## src/rtl/crc_pkg.sv

```systemverilog
// Shared CRC-32 constants, FSM state type and the single-byte step function.
package crc_pkg;

    localparam logic [31:0] CRC32_POLY    = 32'h04C11DB7;
    localparam logic [31:0] CRC32_INIT    = 32'hFFFFFFFF;
    localparam logic [31:0] CRC32_RESIDUE = 32'hC704DD7B;

    typedef enum logic {
        ST_IDLE  = 1'b0,
        ST_FRAME = 1'b1
    } crc_state_e;

    // Eight MSB-first serial-division steps. Folding the byte into the top of
    // the register first is equivalent to feeding its bits one at a time.
    function automatic logic [31:0] crc_byte_step(input logic [31:0] crc,
                                                  input logic [7:0]  data_byte,
                                                  input logic [31:0] poly);
        logic [31:0] c;
        c = crc ^ {data_byte, 24'h000000};
        for (int i = 0; i < 8; i++) begin
            c = c[31] ? ({c[30:0], 1'b0} ^ poly) : {c[30:0], 1'b0};
        end
        return c;
    endfunction

endpackage

```

## src/rtl/crc_lane_chain.sv

```systemverilog
// Combinational chain of byte steps; crc_out[k] is the CRC after bytes 0..k.
module crc_lane_chain
    import crc_pkg::*;
#(
    parameter int          DATA_BYTES = 8,
    parameter logic [31:0] POLY       = CRC32_POLY
) (
    input  logic [31:0]                  crc_in,
    input  logic [8*DATA_BYTES-1:0]      data,
    output logic [DATA_BYTES-1:0][31:0]  crc_out
);

    // Byte 0 sits in the top lane; every tap exposes the partial result.
    always_comb begin
        logic [31:0] c;
        c       = crc_in;
        crc_out = '0;
        for (int i = 0; i < DATA_BYTES; i++) begin
            c          = crc_byte_step(c, data[8*(DATA_BYTES-i)-1 -: 8], POLY);
            crc_out[i] = c;
        end
    end

endmodule

```

## src/rtl/crc_stream_engine.sv

```systemverilog
// Streaming CRC-32 generator/checker with sop/eop framing, abort and a
// registered result (value + residue check) one cycle after eop.
module crc_stream_engine
    import crc_pkg::*;
#(
    parameter int          DATA_BYTES = 8,
    parameter logic [31:0] POLY       = CRC32_POLY,
    parameter logic [31:0] INIT       = CRC32_INIT,
    parameter logic [31:0] RESIDUE    = CRC32_RESIDUE,
    parameter int          CNT_W      = $clog2(DATA_BYTES) + 1
) (
    input  logic                    clk,
    input  logic                    reset_n,
    input  logic                    d_valid,
    input  logic                    sop,
    input  logic                    eop,
    input  logic [8*DATA_BYTES-1:0] data,
    input  logic [CNT_W-1:0]        bytes_valid,
    input  logic                    abort,
    output logic [31:0]             crc_value,
    output logic                    crc_done,
    output logic                    crc_ok,
    output logic                    busy,
    output logic                    err_sop
);

    crc_state_e                  state, state_nxt;
    logic [31:0]                 crc_reg, crc_nxt;
    logic [31:0]                 chain_base;
    logic [31:0]                 step_full;
    logic [31:0]                 step_eop;
    logic [DATA_BYTES-1:0][31:0] chain;
    logic                        done_nxt;
    logic                        err_nxt;
    int                          n_used;

    // A sop always restarts from INIT, even when it lands inside a frame.
    assign chain_base = ((state == ST_FRAME) && !sop) ? crc_reg : INIT;

    crc_lane_chain #(
        .DATA_BYTES (DATA_BYTES),
        .POLY       (POLY)
    ) u_chain (
        .crc_in  (chain_base),
        .data    (data),
        .crc_out (chain)
    );

    assign step_full = chain[DATA_BYTES-1];
    assign busy      = (state == ST_FRAME);

    // Pick the tap for the eop byte count; out-of-range counts mean a full word.
    always_comb begin
        n_used = DATA_BYTES;
        if (eop && (bytes_valid != '0) && (int'(bytes_valid) <= DATA_BYTES))
            n_used = int'(bytes_valid);
        step_eop = chain[DATA_BYTES-1];
        for (int i = 0; i < DATA_BYTES; i++) begin
            if (n_used == i + 1)
                step_eop = chain[i];
        end
    end

    // Next-state, next-CRC and result strobes; abort overrides everything.
    always_comb begin
        state_nxt = state;
        crc_nxt   = crc_reg;
        done_nxt  = 1'b0;
        err_nxt   = 1'b0;
        if (abort) begin
            state_nxt = ST_IDLE;
            crc_nxt   = INIT;
        end else if (d_valid) begin
            if (sop) begin
                err_nxt = (state == ST_FRAME);
                if (eop) begin
                    done_nxt  = 1'b1;
                    state_nxt = ST_IDLE;
                    crc_nxt   = INIT;
                end else begin
                    state_nxt = ST_FRAME;
                    crc_nxt   = step_full;
                end
            end else if (state == ST_FRAME) begin
                if (eop) begin
                    done_nxt  = 1'b1;
                    state_nxt = ST_IDLE;
                    crc_nxt   = INIT;
                end else begin
                    crc_nxt   = step_full;
                end
            end
        end
    end

    // State and running CRC register.
    always_ff @(posedge clk or negedge reset_n) begin
        if (!reset_n) begin
            state   <= ST_IDLE;
            crc_reg <= INIT;
        end else begin
            state   <= state_nxt;
            crc_reg <= crc_nxt;
        end
    end

    // Result registers: value/ok hold between completions, strobes pulse once.
    always_ff @(posedge clk or negedge reset_n) begin
        if (!reset_n) begin
            crc_value <= '0;
            crc_ok    <= 1'b0;
            crc_done  <= 1'b0;
            err_sop   <= 1'b0;
        end else begin
            crc_done <= done_nxt;
            err_sop  <= err_nxt;
            if (done_nxt) begin
                crc_value <= step_eop;
                crc_ok    <= (step_eop == RESIDUE);
            end
        end
    end

endmodule

```

## config.mk

```make
export PLATFORM = sky130hd
export DESIGN_NAME = crc_stream_engine
export DESIGN_NICKNAME = d
export VERILOG_FILES = /design/src/rtl/crc_pkg.sv /design/src/rtl/crc_lane_chain.sv /design/src/rtl/crc_stream_engine.sv
export SDC_FILE = /design/constraint.sdc
export NUM_CORES = 1
export LEC_CHECK = 0
export CORE_MARGIN = 3
export CORE_UTILIZATION = 23
export DETAILED_ROUTE_END_ITERATION = 6
export PLACE_DENSITY = 0.46
export SLEW_MARGIN = 20
export SYNTH_ARGS = -nofsm -noshare
export SYNTH_HDL_FRONTEND = slang
export SYNTH_SLANG_ARGS = --single-unit
```

## constraint.sdc

```tcl
create_clock -name clk -period 7 [get_ports clk]
set_clock_uncertainty 0.1 [all_clocks]
set_input_delay 1.4 -clock clk [delete_from_list [all_inputs] [get_ports clk]]
set_output_delay 1.4 -clock clk [all_outputs]
set_load 0.05 [all_outputs]
```

; ---- Word level (Yosys, flattened, before mapping)
; Cells that the tools add are included.
[op_classes]
n_lt_le_gt_ge = 1
eq_ne = 9
muxes = 92
n_bitwise = 72
n_reduce_logical = 8
[ops]
columns = cell, count
row1 = $mux 27, 64
row2 = $not 14->14, 64
row3 = $mux 32, 14
row4 = $xor 32x32->32, 8
row5 = $eq 32x32->1 const B, 1
row6 = $eq 4x3->1 const B, 4
row7 = $mux 1, 13
row8 = $eq 4x2->1 const B, 2
row9 = $eq 4x1->1 const B, 1
row10 = $eq 4x4->1 const B, 1
row11 = $le 4x4->1 const B, 1
row12 = $mux 4, 1
row13 = $reduce_bool 4->1, 1
row14 = $logic_and 1x1->1, 3
row15 = $reduce_bool 3->1, 1
row16 = $reduce_and 2->1, 1
row17 = $reduce_bool 2->1, 1
row18 = $logic_not 1->1, 1
[word_totals]
regBits = 68
output_inout_bits = 36
wordCells = 188

; ---- Longest topological paths before layout
; Gate-level depths: netlist of the first run.
[logic_depth]
depth_word = 148
ltp_mapped = 24
depth_no_buf = 19

; ---- By module
; A second synthesis of the first run with hierarchy kept.
[hier_totals]
cells_unflattened = 1462
hier_area_um2 = 15547.4
[by_module_without_submodules]
columns = mod, n_inst, cells_per_inst, area_per_inst_um2, seq_area_each_um2
row1 = crc_lane_chain, 1, 748, 9700.6, 0.0
row2 = crc_stream_engine, 1, 714, 5846.9, 1741.7

; ---- Worst setup path after synthesis of the first run
; Ideal clock, no wire load.
[synth_timing]
path_type = input -> register
startpoint = in sop
endpoint = reg crc_ok
arrival_ps = 8049
path_slack_ps = -1215
path_stages = 22
cell_sequence = nand2b_4 > buf_8 > nor2_4 > xor2_4 > xnor3_2 > xor2_2 > xnor3_2 > xor3_2 > xnor3_1 > buf_4 > xor3_2 > xnor3_1 > xnor3_1 > buf_4 > xnor3_2 > xnor2_2 > xnor3_1 > xnor2_1 > o221ai_1 > nand4bb_1 > nor4_1 > a41o_1
[synth_between]
elab_chain_len = 100
[synth_lines]
columns = element, line_no
row1 = "start, declared", crc_stream_engine.sv:15  ; input logic sop,
row2 = $logic_not 1->1, crc_stream_engine.sv:38  ; assign chain_base = ((state == ST_FRAME) && !sop) ? crc_reg : INIT;
row3 = $logic_and 1x1->1, crc_stream_engine.sv:38
row4 = $mux 32, crc_stream_engine.sv:38
row5 = $xor 32x32->32, crc_pkg.sv:19  ; c = crc ^ {data_byte, 24'h000000};
row6 = $not 14->14 (no source line) or $mux 27 (tied branches), -
row7 = $mux 27 or $not 14->14 (tied branches), -
row8 = $not 14->14 (no source line) or $mux 27 (tied branches), -
row9 = $mux 27 or $not 14->14 (tied branches), -
row10 = [76 not listed], -
row11 = "$mux 27, or another cell as far along (2 in a row)", crc_pkg.sv:21  ; c = c[31] ? ({c[30:0], 1'b0} ^ poly) : {c[30:0], 1'b0};
row12 = "$xor 32x32->32, or another cell as far along", crc_pkg.sv:19
row13 = $mux 27 or $not 14->14 (tied branches), -
row14 = $not 14->14 (no source line) or $mux 27 (tied branches), -
row15 = $mux 27 or $not 14->14 (tied branches), -
row16 = $mux 27, crc_pkg.sv:21
row17 = $mux 32 (8 in a row), crc_stream_engine.sv:59  ; if (n_used == i + 1)
row18 = $eq 32x32->1, crc_stream_engine.sv:119  ; crc_ok <= (step_eop == RESIDUE);
row19 = "end signal, assigned", crc_stream_engine.sv:119
row20 = "end, declared", crc_stream_engine.sv:22  ; output logic crc_ok,
; Parallel ways exist; a longest one is shown, timed or not.
; A chain may end at the register's enable or synchronous reset.

; ---- Final worst setup path of the first run
; Ends and elaborated chain as after synthesis.

==> results of run 1 <==
-- layout by cell type, fill, tap and decap left out, types with 77 or more instances in the layout --
cell type and n:
nand2_1 88, buf_4 714, buf_6 132, xnor3_2 102
clkdlybuf4s50_1 96, xnor2_1 286, xnor2_2 79, xor2_1 96
nor2_1 101, xnor3_1 77
-- kinds of logic (layout without fill, tap and decap cells) --
| group | after synthesis | count (layout) | share of synthesized area |
|---|---|---|---|
| simple gates | 253 | 253 | 0.0732 |
| mux | 15 | 15 | 0.0112 |
| buf+inv | 81 | 1008 | 0.0253 |
| compound gates | 287 | 287 | 0.115 |
| flops | 68 | 68 | 0.110 |
| xor+xnor | 781 | 781 | 0.665 |
-- repair_timing --
item,in CTS,in global routing
endpoints found under the hold margin,0,0
setup endpoints to repair,65,65
pin swaps,184,77
setup buffers,194,59
gates cloned,1,0
gates resized for setup,369,118
-- worst register-to-register path, delay by kind of cell (launching register included) --
kind | cells | cell delay [ns]
AO/OA/AOI/OAI | 4 | 0.79
flip-flops | 1 | 0.52
buffers and inverters | 8 | 1.17
XOR/XNOR | 13 | 4.20
AND/OR/NAND/NOR | 2 | 0.53
-- final cells by class --
| type | count | area, sq um | area share |
|---|---|---|---|
| multi-input combinational | 1336 | 15900 | 0.577 |
| clock inverter | 4 | 21.3 | 0.000772 |
| inverter | 7 | 26.3 | 0.000953 |
| clock buffer | 12 | 258 | 0.00935 |
| sequential | 68 | 1740 | 0.0632 |
| timing repair buffer | 985 | 8510 | 0.309 |
| tap | 873 | 1090 | 0.0396 |
-- path summary, 6_finish.rpt --
path                                    from            end  slack [ns]  cells after the start
worst min register to register  crc_value[8]   crc_value[8]        0.37                      2
min in group asynchronous            reset_n           busy        1.16                      2
worst max register to register          busy         crc_ok       -0.38                     27
worst max-delay path                     sop         crc_ok       -1.04                     28
worst min-delay path            crc_value[8]   crc_value[8]        0.37                      2
max in group asynchronous            reset_n  crc_value[22]        5.07                      2
-- routing by layer --
layer  up-vias  routed length [um]
met4         0                2050
met3        81                3540
met1      7537               36600
met2       477               38200
li1       6950                   -
met5         -                   0
-- through the flow --
step / setup WS (ns) / utilization
6_report: -1.04 / 0.408
2_1_floorplan: -0.810 / -
3_5_place_dp: -2.32 / 0.344
3_3_place_gp: -2.38 / 0.344
4_1_cts: -1.04 / 0.395
5_1_grt: -1.19 / 0.408
-- cells in the mapped netlist (all sizes together), types with 15 or more instances --
| cell type | number |
|---|---|
| a21oi | 78 |
| nand2 | 91 |
| xor3 | 25 |
| xor2 | 151 |
| xnor3 | 180 |
| o22ai | 18 |
| nor2 | 117 |
| buf | 31 |
| a221oi | 15 |
| clkbuf | 42 |
| xnor2 | 425 |
| o21ai | 81 |
| dfstp | 32 |
| dfrtp | 36 |
==> flow_metrics.tcl, run 1 <==
set metrics [dict create \
    cp-end-kind "flip-flop" \
    syn_nets 1559 \
    drt-total-wl_mm 80.4 \
    grt_max_degree 69 \
    clk_pin_slew_ns 0.05 \
    first_iter_violations 1302 \
    arrival_ns 8.21 \
    use_met2 0.373 \
    initial_core_util 0.234 \
    clock_path_buffers 2 \
    place_inst 3056 \
    critical_path.top_delay_family "XOR/XNOR gates" \
    dp_hpwl_mm 66.8 \
    ys_async_sr_fraction 1.00 \
    clk_latency_ns 0.33 \
    crit_path_top_delay_cell "xor3_2" \
    tns_ns -30.32 \
    worst_slew_pin_slew_ns 1.08 \
    vias 15000 \
    syn_area_sq_mm 0.0158 \
    overflow 0 \
    ys_seq_area_frac 0.110 \
    outcome "finished, violations left" \
    route.detailed.drc 0 \
    synth_edf_count 0 \
    ios 110 \
    relSlewSlack 0.280 \
    die_area_sq_mm 0.0719 \
    fill_cells 6542 \
    cts_tree "done" \
    critPathLaunchType "input port" \
    gr-usage-all-layers 0.222 \
    fin_hold_ws_ns 0.370 \
    synthTopCellsByArea "xnor2_1 (21%), xnor3_1 (21%), xor2_1 (7.1%), dfrtp_1 (5.7%), dfstp_2 (5.3%)" \
    grt_use_met3 0.0148 \
    max_freq_mhz 124 \
    clockRootBuffer "clkbuf_16" \
    fin_cells 3285 \
    hold_viol 0 \
    vias_per_cell 4.58 \
    yosysWarningCount 0 \
    period_share 1.15 \
    synth_seq_cells 68 \
    cts_made_buffers 9 \
    final_nets 2481 \
    first_global_vias 16100 \
    die_h_um 268 \
    violations "setup timing" \
    hold_path.class "flip-flop to flip-flop" \
    syn_area_per_cell_sq_um 10.6 \
    htree_levels 3 \
    io_buffers 109 \
    die-width_um 268 \
    layout_setup_ws_ns -1.04 \
    worst_ep_required_time_ns 7.16 \
    synth.distinct_cells 76 \
    yosys.area.top_type "xnor2_1" \
    core_sq_mm 0.0676 \
    cts_num_sinks 68 \
    synth_ff_type "dfrtp_1" \
    grt.busiest_layer "met2" \
    syn_inst 1485 \
    cpMostUsedCell "xnor3_2" \
    rsz0062_at_grt "yes" \
    cp.buffers_inverters 9 \
    rows 95 \
    cpPeakStageDelay_ns 0.49 \
    routedWlPerCell_um 24.5 \
    routabilityCongestion 0.964 \
    diodes 0 \
    yosysTopAreaCellShare 0.210 \
    setup_violations 64 \
    drive_above_1_share 0.557 \
    drv_cap 0 \
    grt_pass1_wl_mm 115 \
    grt_antenna_before_repair 1 \
    placed_cell_area_sq_mm 0.0233 \
    drt_pass1_iterations 6 \
    design_area_sq_mm 0.0276 \
    area_delta_synth_final_pct 74.4 \
    drv_slew 0 \
    cp_max_fo 6 \
    hold_buffers 0 \
    crit_type "input port to flip-flop" \
    met1_usage 0.316 \
    antenna_left 0 \
    layout_min_cycle_time_ns 8.04 \
]
Power of run 1 is not shown: default switching activity piles up to over one toggle a cycle in this logic, so the estimate is an artifact.
==> run 2: changes to the inputs <==
Settings changed: CORE_UTILIZATION 23 to 55, PLACE_DENSITY 0.46 to 0.85.
==> flow_metrics.tcl, run 2 <==
set metrics [dict create \
    outcome "did not finish" \
    lastStage "global routing" \
    error "[ERROR GRT-0116] Global routing finished with congestion. Check the congestion regions in the DRC Viewer." \
    io_buffers 109 \
    yosysWarningCount 0 \
    htree_levels 3 \
    die-width_um 176 \
    overflow 90 \
    syn_area_sq_mm 0.0158 \
    rows 61 \
    synth_edf_count 0 \
    syn_nets 1559 \
    first_global_vias 21600 \
    synth.distinct_cells 76 \
    initial_core_util 0.563 \
    synth_ff_type "dfrtp_1" \
    gr-usage-all-layers 0.677 \
    dp_hpwl_mm 55.1 \
    grt_max_degree 69 \
    synth_most_common_cell "xnor2_1" \
    clock_path_buffers 2 \
    cts_made_buffers 9 \
    ys_seq_area_frac 0.110 \
    cts_num_sinks 68 \
    yosysTopAreaCellShare 0.210 \
    synth_commonest_cells "xnor2_1 (379), xnor3_1 (147), xor2_1 (129), nor2_1 (107), nand2_1 (91)" \
    routabilityCongestion 1.23 \
    ios 110 \
    yosys.area.top_type "xnor2_1" \
    syn_inst 1485 \
    die_h_um 176 \
    grt_pass1_wl_mm 152 \
    synthTopCellsByArea "xnor2_1 (21%), xnor3_1 (21%), xor2_1 (7.1%), dfrtp_1 (5.7%), dfstp_2 (5.3%)" \
    clockRootBuffer "clkbuf_16" \
    ys_async_sr_fraction 1.00 \
    synth_seq_cells 68 \
    placed_cell_area_sq_mm 0.0220 \
    syn_area_per_cell_sq_um 10.6 \
]
## run 2: through the flow
stage	setup slack [ns]	TNS [ns]	hold slack, ns	cells
after floorplan	-0.810	-12.06	0.382	1485
after global placement	-1.81	-65.89	0.364	2480
after detailed placement	-1.98	-80.87	0.379	2480
after CTS	-0.758	-14.94	0.393	2653
## run 2: timing repair
item	CTS
gates cloned	1
gates resized for setup	399
endpoints found under the setup margin	65
pin swaps	175
hold buffers	0
setup buffers	187
endpoints found under the hold margin	0
## run 2: cells by family after synthesis
| kind of cell | share of synthesized area |
|---|---|
| AO/OA/AOI/OAI | 0.115 |
| flip-flops | 0.110 |
| XOR/XNOR | 0.665 |
| AND/OR/NAND/NOR | 0.0732 |
| multiplexers | 0.0112 |
| buffers and inverters | 0.0253 |
## run 2: routing by layer
layer / GRT overflow / global-route usage
met3: 2 / 0.484
met4: 47 / 0.652
met1: 2 / 0.686
met5: 0 / 0.205
met2: 39 / 0.871
==> run 3: changes to the inputs <==
Settings changed: CORE_UTILIZATION 55 to 40, PLACE_DENSITY 0.85 to not set, PLACE_DENSITY_LB_ADDON set to 0.15.
Clock period 7 ns to 9.1 ns, I/O delays scaled along.
==> flow_metrics.tcl, run 3 (synthesis results as in run 1) <==
set metrics [dict create \
    critPathLaunchType "input port" \
    htree_levels 3 \
    antenna_left 0 \
    vias 13700 \
    drt_pass1_iterations 7 \
    route.detailed.drc 14 \
    drv_cap 0 \
    cts_tree "done" \
    place_ws_ns -0.684 \
    routabilityCongestion 1.05 \
    clock_path_buffers 2 \
    arrival_ns 9.12 \
    final_cell_mix "buf_4 (448), xnor2_1 (355), xor2_1 (120), xnor3_1 (119), nor2_1 (104)" \
    grt_antenna_before_repair 0 \
    drive_above_1_share 0.360 \
    fill_cells 3513 \
    violations "DRC" \
    hold_buffers 0 \
    period_share 0.984 \
    worst_ep_required_time_ns 9.26 \
    drt-total-wl_mm 68.5 \
    dp_hpwl_mm 57.4 \
    clk_pin_slew_ns 0.06 \
    cts_num_sinks 68 \
    gr-usage-all-layers 0.319 \
    cp_max_fo 6 \
    placed_cell_area_sq_mm 0.0205 \
    area_delta_synth_final_pct 36.6 \
    cp-end-kind "flip-flop" \
    relSlewSlack 0.357 \
    drv_slew 0 \
    outcome "finished, violations left" \
    first_global_vias 13700 \
    layout_min_cycle_time_ns 8.96 \
    crit_chain "clkdlybuf4s50_1 > xnor2_2 > xor3_2 > buf_4 > xnor3_2 > buf_12 > xnor2_4 > xor2_4 > buf_4 > xor3_1 > xnor3_2 > xnor2_2 > xor3_1 > xor3_2 > xor3_2 > xor2_2 > buf_4 > xor3_1 > o22ai_1 > a221o_1 > o2111ai_1 > nor4_1 > a41o_1" \
    vias_per_cell 5.43 \
    cp.buffers_inverters 5 \
    ios 110 \
    max_freq_mhz 112 \
    cpPeakStageDelay_ns 0.60 \
    setup_violations 0 \
    rows 72 \
    die_area_sq_mm 0.0419 \
    layout_setup_ws_ns 0.142 \
    die-width_um 205 \
    io_buffers 109 \
    clockRootBuffer "clkbuf_16" \
    grt_pass1_wl_mm 96.5 \
    die_h_um 205 \
    diodes 0 \
    cts_made_buffers 9 \
    clk_latency_ns 0.33 \
    fin_hold_ws_ns 0.375 \
    first_iter_violations 1404 \
    hold_viol 0 \
    crit_type "input port to flip-flop" \
    final_nets 2065 \
    design_area_sq_mm 0.0216 \
    worst_slew_pin_slew_ns 0.963 \
    initial_core_util 0.407 \
    crit_path_top_delay_cell "clkdlybuf4s50_1" \
    core_sq_mm 0.0388 \
    overflow 0 \
    layout_commonest_cell "buf_4" \
    grt_max_degree 69 \
    hold_path.class "flip-flop to flip-flop" \
    critical_path.top_delay_family "XOR/XNOR gates" \
    routedWlPerCell_um 27.2 \
]
-- run 3: path summary, 6_finish.rpt --
| path | start | end | slack [ns] | cells after the start |
|---|---|---|---|---|
| max reg2reg | busy | crc_ok | 1.41 | 23 |
| min in group asynchronous | reset_n | busy | 1.58 | 2 |
| max | data[60] | crc_ok | 0.14 | 23 |
| min | crc_value[26] | crc_value[26] | 0.37 | 2 |
| max in group asynchronous | reset_n | crc_value[15] | 6.76 | 2 |
| min reg2reg | crc_value[26] | crc_value[26] | 0.37 | 2 |
-- run 3: timing repair --
action                                 4_1_cts  5_1_grt
setup buffers                                5       28
endpoints found under the hold margin        0        0
gates cloned                                 0        1
gates resized for setup                     28       65
pin swaps                                    7       30
setup endpoints to repair                    8        8
-- run 3: per-layer routing --
layer	up-vias	wire (um)	global-route usage
met2	690	30900	0.507
li1	6123	-	-
met4	0	2480	0.0917
met1	6725	29900	0.460
met3	120	5170	0.0359
met5	-	0	0
-- run 3: area by class of cell --
cell class	instances	area [sq um]	area share
multi-input cells	1337	14200	0.658
repair buffers	568	4670	0.216
flip-flops and latches	68	1740	0.0807
well taps	518	648	0.0300
clock buffers	11	254	0.0118
clock inverters	5	56.3	0.00261
inverters	7	26.3	0.00122
-- run 3: worst min-delay path, delay by kind of cell (launching register included) --
| family | cells | cell delay [ns] |
|---|---|---|
| flip-flops | 1 | 0.34 |
| AND/OR/NAND/NOR | 2 | 0.10 |
-- run 3: per-stage QoR --
step | util | TNS (ns) | std cells
finish | 0.556 | 0 | 2514
global route | 0.556 | -0.0150 | 2514
CTS | 0.539 | 0 | 2485
detailed placement | 0.527 | -4.15 | 2464
global placement | 0.527 | -4.48 | 2464
floorplan | - | 0 | 1485
Power of run 3 is left out for the same reason.
